`src/rtl/acc_burst_ctrl.sv`:
```
// rtl/acc_burst_ctrl.sv - burst sequencer for the accumulator datapath
// Clears the accumulator, streams iLen beats into it, then presents the sum until consumed.
module acc_burst_ctrl #(
    parameter int BITWIDTH = 32,
    parameter int CNTW     = 16
) (
    input  logic                iClk,
    input  logic                iRst,
    input  logic                iStart,
    input  logic [CNTW-1:0]     iLen,
    input  logic                iValid,
    input  logic [BITWIDTH-1:0] iData,
    output logic                oReady,
    output logic                oAccEn,
    output logic                oAccClr,
    output logic [BITWIDTH-1:0] oAccData,
    input  logic [BITWIDTH:0]   iAccData,
    output logic                oValid,
    output logic [BITWIDTH:0]   oResult,
    input  logic                iReady,
    output logic                oBusy
);

    typedef enum logic [1:0] {
        IDLE = 2'd0,
        CLR  = 2'd1,
        ACC  = 2'd2,
        DONE = 2'd3
    } state_t;

    state_t            state;
    state_t            nextState;
    logic [CNTW-1:0]   cnt;
    logic [CNTW-1:0]   cntNext;

    always_ff @(posedge iClk) begin
        if (iRst) begin
            state <= IDLE;
            cnt   <= '0;
        end else begin
            state <= nextState;
            cnt   <= cntNext;
        end
    end

    always_comb begin
        nextState = state;
        cntNext   = cnt;
        oReady    = 1'b0;
        oAccEn    = 1'b0;
        oAccClr   = 1'b0;
        oAccData  = '0;
        oValid    = 1'b0;
        oResult   = '0;
        oBusy     = (state != IDLE);

        case (state)
            IDLE: begin
                if (iStart) begin
                    nextState = CLR;
                    cntNext   = iLen;
                end
            end
            CLR: begin
                oAccClr   = 1'b1;
                nextState = (cnt != '0) ? ACC : DONE;
            end
            ACC: begin
                oReady   = 1'b1;
                oAccEn   = iValid;
                oAccData = iData;
                if (iValid) begin
                    cntNext = cnt - CNTW'(1);
                    // The accumulator registers this final beat on the same edge that enters DONE.
                    if (cnt == CNTW'(1)) begin
                        nextState = DONE;
                    end
                end
            end
            DONE: begin
                oValid  = 1'b1;
                oResult = iAccData;
                if (iReady) begin
                    nextState = IDLE;
                end
            end
            default: begin
                nextState = IDLE;
            end
        endcase
    end

endmodule

```
`config.mk`:
```
export PLATFORM = sky130hd
export DESIGN_NAME = acc_burst_ctrl
export DESIGN_NICKNAME = d
export VERILOG_FILES = /design/src/rtl/acc_burst_ctrl.sv
export SDC_FILE = /design/constraint.sdc
export NUM_CORES = 1
export LEC_CHECK = 0
export BUFFER_PORTS_ARGS = -buffer_cell sky130_fd_sc_hd__buf_2
export CORE_UTILIZATION = 34
export DETAILED_ROUTE_END_ITERATION = 10
export PLACE_DENSITY = 0.81
export SYNTH_ARGS = -nofsm -noshare
export SYNTH_HDL_FRONTEND = slang
export SYNTH_SLANG_ARGS = --single-unit
```
`constraint.sdc`:
```
create_clock -name iClk -period 2.13 [get_ports iClk]
set_clock_uncertainty 0.2 [all_clocks]
set_input_delay 0.3195 -clock iClk [delete_from_list [all_inputs] [get_ports iClk]]
set_output_delay 0.3195 -clock iClk [all_outputs]
set_load 0.01 [all_outputs]
```
==> results.md, run 1 <==
* Outcome: completed
* I/O pin total at 156
* Met1 wire length at 2460 um
* Asr flop ratio synth at 0
* Highest metal used: met4
* Cell taking the most area after synthesis: and2_1
* DR vias at 2286
* WHS Path Cells at 3
* Crit. End Element: register
* CTS tree: yes
* Unique cell type count in the Yosys netlist at 46
* Initial core utilization at 0.356
* Fin nets at 486
* Final setup vio count at 0
* Setup TNS at 0 ps
* R2R Path Start: state[0]
* Core area at 4790 um^2
* Synth-to-layout area growth at 59.1%
* WL final at 6100 um
* Worst setup SP type: register
* Port bufs at 155
* Clk sink count at 18
* Highest attainable clock frequency at 0.494 GHz
* Slew @ Worst Pin at 397 ps
* Final Critical Period at 2020 ps
* CTS clk-pin slew, worst paths at 80 ps
* Setup crit end: cnt[12]
* Synth top area cells: and2_1 25%, dfxtp_1 21%, ha_1 5.1%
* Hold buffer count at CTS at 0
* Ys flop type: dfxtp_1
* Kind of critical path: register to register
* Share of the synthesized area in the top cell type at 0.246
* # rows at 25
* Worst hold slack at 176 ps
* Arr. time, crit path at 1960 ps
* Vias in the first global route at 1969
* Yosys warning count at 0
* Total CTS buffers at 3
* Fin crit share at 0.950
* Gpl congestion at 0.854
* IR drop worst, VDD at 0.676 mV
* End of the worst register-to-register path: cnt[12]
* Synthesized netlist cell count at 232
* Met3 WL post-DR at 493 um
* Worst Setup SP: state[0]
* Final antenna-violating net count at 0
* Required time worst endpoint at 2070 ps
* Iter 0 DRT Violations at 76
* Mapped Area at 1700 um^2
* Post-synth EDFFs at 0
* Die ar. at 5300 um^2
* Largest net degree at the start of global routing at 36
* Met2 WL at 3040 um
* CTS max path bufs at 2
* HPWL after detailed placement at 4810 um
* DRC Markers at 0
* Layout cell share with drive strength beyond 1 at 0.482
* Most numerous cell in the Yosys netlist: and2_1
* Max-Slew Margin vs Limit at 0.735
* Part of the Yosys area used for sequential elements at 0.212
* Die width at 72.8 um
* Total GRT Usage at 0.217
* Buffer count from post-CTS setup fixing at 0
* Global-route wire length before repair at 9000 um
* Register bit total from synthesis at 18
* Die Ht at 72.8 um
* Post-synth top cells: 67 x and2_1, 18 x dfxtp_1, 15 x nand2_1
* Routed len/inst at 13.3 um
* DR vias/cell at 4.98
* Max Slew Vio Count at 0
* ANT cells at 0
* Syn nets at 325
* Hold Vio Cnt, Final at 0
* Total gr overflow at 0
* Total power divided by cell area at 1050 nW/um^2
* Worst-path maximum fanout at 5
* DRT Pass-1 Iters at 4
* R2r setup slk at 110 ps
* CTS H-tree depth at 1
* Hold Crit Class: input port to register
* Avg Cell Area, Syn at 7.34 um^2
* RSZ-0062 raised after global routing: false
* Initial antenna violation count at 0
* R2R cell count at 7
* P_leak at 1.48 nW
* MaxCap Viol Count at 0
* Root Driver: clkbuf_8
* Clk_lat worst skew at 270 ps
[cells in the final DEF (no fill, tap or decap), types with 4 or more instances in the layout]
cell type  Yosys  layout
ha_1           7       5
nor3_1         4       4
dfxtp_1       18      16
inv_1          8       8
buf_2          2     155
a211oi_1       5       5
a21o_1         5       5
nor4_1         4       4
clkbuf_8       0       4
nor2_1        11      11
and2_1        67      67
a21oi_1       14      14
nand2b_1       4       4
o21ai_0        9       8
nand2_1       15      15
buf_4          0      15
[critical path, stage by stage, from the launching register on]
cell      delay [ps]
dfxtp_2          360
inv_1            100
ha_2             220
nand2b_1         120
o211ai_1         160
or4_1            530
o311ai_1         100
a21oi_1          100
[registers in the layout, summed over array words and instances, names as in the netlist]
signal	cells
state	2
cnt	16
[report_power, final]
group | switching (mW) | internal [mW] | total, mW | leakage, nW
Clock | 0.131 | 0.165 | 0.296 | 0.0288
Combinational | 1.03 | 0.880 | 1.91 | 1.30
Sequential | 0.162 | 0.466 | 0.628 | 0.149
Total | 1.32 | 1.51 | 2.84 | 1.48
[metal layers]
metal,vias to the layer above,GRT usage
li1,1142,-
met1,1023,0.253
met2,110,0.404
met3,11,0.0221
met4,0,0.0828
met5,-,0
[worst min path at each step]
stage	end	startpoint	slack [ps]
after CTS	cnt[9]	iLen[9]	170
after global routing	cnt[3]	iLen[3]	210
after floorplan	cnt[10]	cnt[10]	260
after detailed placement	cnt[10]	cnt[10]	320
final	cnt[9]	iLen[9]	180
after global placement	cnt[10]	cnt[10]	280
[layout make-up]
type / count / area (um^2)
Fill cell: 475 / 2080
Clock buffer: 4 / 55.1
Tap cell: 67 / 83.8
Multi-Input combinational cell: 190 / 1270
Inverter: 9 / 33.8
Timing Repair Buffer: 171 / 900
Sequential cell: 18 / 363
[metrics by stage]
step | power [mW] | setup WS [ps] | util | cell area [um^2] | std cells
6_report | 2.84 | 108 | 0.566 | 2710 | 459
5_1_grt | 3.06 | 18.9 | 0.566 | 2710 | 459
4_1_cts | 2.79 | 47.4 | 0.561 | 2690 | 459
3_5_place_dp | 2.48 | 57.6 | 0.549 | 2630 | 455
3_3_place_gp | 2.46 | 133 | 0.549 | 2630 | 455
2_1_floorplan | 1.79 | 9.40 | - | 1710 | 232
[kinds of logic after synthesis]
| group | share of synthesized area |
|---|---|
| AO/OA/AOI/OAI | 0.237 |
| adder cells (fa/ha/maj) | 0.0514 |
| buffers and inverters | 0.0544 |
| flip-flops | 0.212 |
| multiplexers | 0.0118 |
| AND/OR/NAND/NOR | 0.434 |
[what timing repair did]
item,in CTS,in global routing
gates cloned,0,0
resized for setup,1,6
endpoints found under the setup margin,20,38
pin swaps,0,2
(Power assumes the default switching activity.)
==> inputs of run 2 (changes only) <==
- CORE_UTILIZATION: 34 -> 38
- CTS_CLUSTER_SIZE: default -> 16
- PLACE_DENSITY: 0.81 -> 0.86
- clock period: 2.13 -> 1.9 ns (I/O delays scaled with it)
==> run 2 against run 1 <==
Net effect: largest power group unchanged; the flow now finishes with violations (negative setup slack); register-to-register slack got worse by 400 ps; highest routed layer unchanged; final cell count rose by 3.9%; combinational power rose by 68%; critical path type unchanged; largest cell class unchanged; die area fell by 10%.
==> results.md, run 2 (synthesis gave the netlist of run 1 again) <==
* Outcome: finished, violations left
* Violated checks: negative setup slack
* Global-route wire length before repair at 10500 um
* R2R Path Start: cnt[10]
* Hold Path End: cnt[3]
* End of the worst register-to-register path: state[1]
* Arr. time, crit path at 2120 ps
* Critical path's slowest cell: a221o_2
* DRC Markers at 0
* Crit. End Element: register
* Most used cell, CP: buf_4
* Worst setup SP type: register
* Total gr overflow at 0
* DRT Pass-1 Iters at 5
* Iter 0 DRT Violations at 192
* Hold Startpoint: iLen[3]
* Die width at 68.9 um
* R2r setup slk at -290 ps
* Post-Route Utilization at 0.776
* # rows at 23
* Kind of critical path: register to register
* Hold Crit Class: input port to register
* Port bufs at 155
* Required time worst endpoint at 1830 ps
* Filler cells at 289
* Most common cell after layout, fill and taps aside: buf_2
* Worst setup margin at -290 ps
* Final antenna-violating net count at 0
* Max Slew Vio Count at 0
* Multi-input logic area at 1430 um^2
* Largest regs: cnt: 16 flops, state: 2 flops
* Hold Vio Cnt, Final at 0
* Initial core utilization at 0.411
* CTS clk-pin slew, worst paths at 80 ps
* Root Driver: clkbuf_8
* Setup TNS at -1170 ps
* Max-Slew Margin vs Limit at 0.680
* Final Critical Period at 2190 ps
* Clk_lat worst skew at 260 ps
* Total power divided by cell area at 1330 nW/um^2
* DR vias at 2642
* Max reg flops at 16
* WHS Path Cells at 4
* Routed len/inst at 17.7 um
* IR drop worst, VDD at 0.812 mV
* CTS max path bufs at 2
* Initial antenna violation count at 1
* Total CTS buffers at 3
* DR vias/cell at 5.54
* CP Cell Sequence: nor3_2 -> buf_4 -> nand4_1 -> a221o_2 -> buf_4 -> mux2i_1 -> nor2_1
* Fin crit share at 1.15
* Die ar. at 4750 um^2
* Reg area at 380 um^2
* P_leak at 1.71 nW
* Most frequent cells in the layout: 153 x buf_2, 63 x and2_1, 44 x buf_4
* Fin nets at 520
* Slew @ Worst Pin at 480 ps
* CP max stage delay at 440 ps
* I/O pin total at 156
* Total GRT Usage at 0.300
* Final setup vio count at 27
* Core area at 4140 um^2
* Synth-to-layout area growth at 88.8%
* WL final at 8430 um
* Gpl congestion at 0.868
* Clk sink count at 18
* Reg with most FFs: cnt
* Die Ht at 68.9 um
* Vias in the first global route at 2256
* CTS tree: yes
* MaxCap Viol Count at 0
* Highest attainable clock frequency at 0.457 GHz
* Worst-path maximum fanout at 6
* HPWL after detailed placement at 5350 um
* RSZ-0062 raised after global routing: true
* Largest net degree at the start of global routing at 26
* CTS H-tree depth at 1
* Worst hold slack at 156 ps
* R2R cell count at 7
* Layout cell share with drive strength beyond 1 at 0.599
==> run 2: stage by stage <==
stage / worst slack [ps] / power [mW] / cell area, um^2 / instances
finish: -290 / 4.27 / 3220 / 477
detailed placement: -158 / 3.09 / 2780 / 457
floorplan: 0.820 / 2.05 / 1740 / 232
global route: -301 / 4.50 / 3220 / 477
CTS: -102 / 3.69 / 3000 / 473
global placement: -28.4 / 3.03 / 2780 / 457
==> run 2: area by class of cell <==
class	count	share of cell area
Antenna cell	1	0.000778
Clock buffer	4	0.0171
Inverter	9	0.0128
Multi-Input combinational cell	190	0.445
Sequential cell	18	0.118
Tap cell	50	0.0195
Timing Repair Buffer	205	0.386
==> run 2: worst max path at each step <==
| stage | slack (ps) | startpoint | end | cells past startpoint |
|---|---|---|---|---|
| after floorplan | 0.8 | cnt[4] | state[0] | 5 |
| after global placement | -30 | cnt[0] | state[0] | 6 |
| after detailed placement | -160 | cnt[0] | state[0] | 6 |
| after CTS | -100 | cnt[7] | state[1] | 6 |
| after global routing | -300 | cnt[10] | state[1] | 7 |
| final | -290 | cnt[10] | state[1] | 7 |
==> run 2: power by group <==
group	total (mW)	internal [mW]	leakage [nW]	switching, mW
clock network	0.333	0.185	0.0288	0.149
logic	3.21	1.58	1.52	1.63
registers	0.730	0.545	0.153	0.185
total	4.27	2.31	1.71	1.97
==> run 2: repair_timing <==
item / in CTS / in global routing
pin swaps: 9 / 12
buffers inserted: 10 / 3
setup endpoints to repair: 62 / 71
gates resized for setup: 16 / 42
hold buffers: 0 / 0
cloned: 2 / 2
==> run 2: routing by layer <==
metal	vias up	GRT usage	part of all wire
met4	0	0.191	0.059
met3	54	0.0938	0.099
met2	183	0.542	0.51
met1	1193	0.291	0.33
met5	-	0	0
li1	1212	-	-
==> run 2: worst max-delay path, delay by kind of cell, from the launching register on <==
kind	cells	cell delay, ps
muxes	1	240
DFF	1	350
buffers and inverters	2	340
AOI/OAI and AO/OA	1	440
and+or+nand+nor	3	490
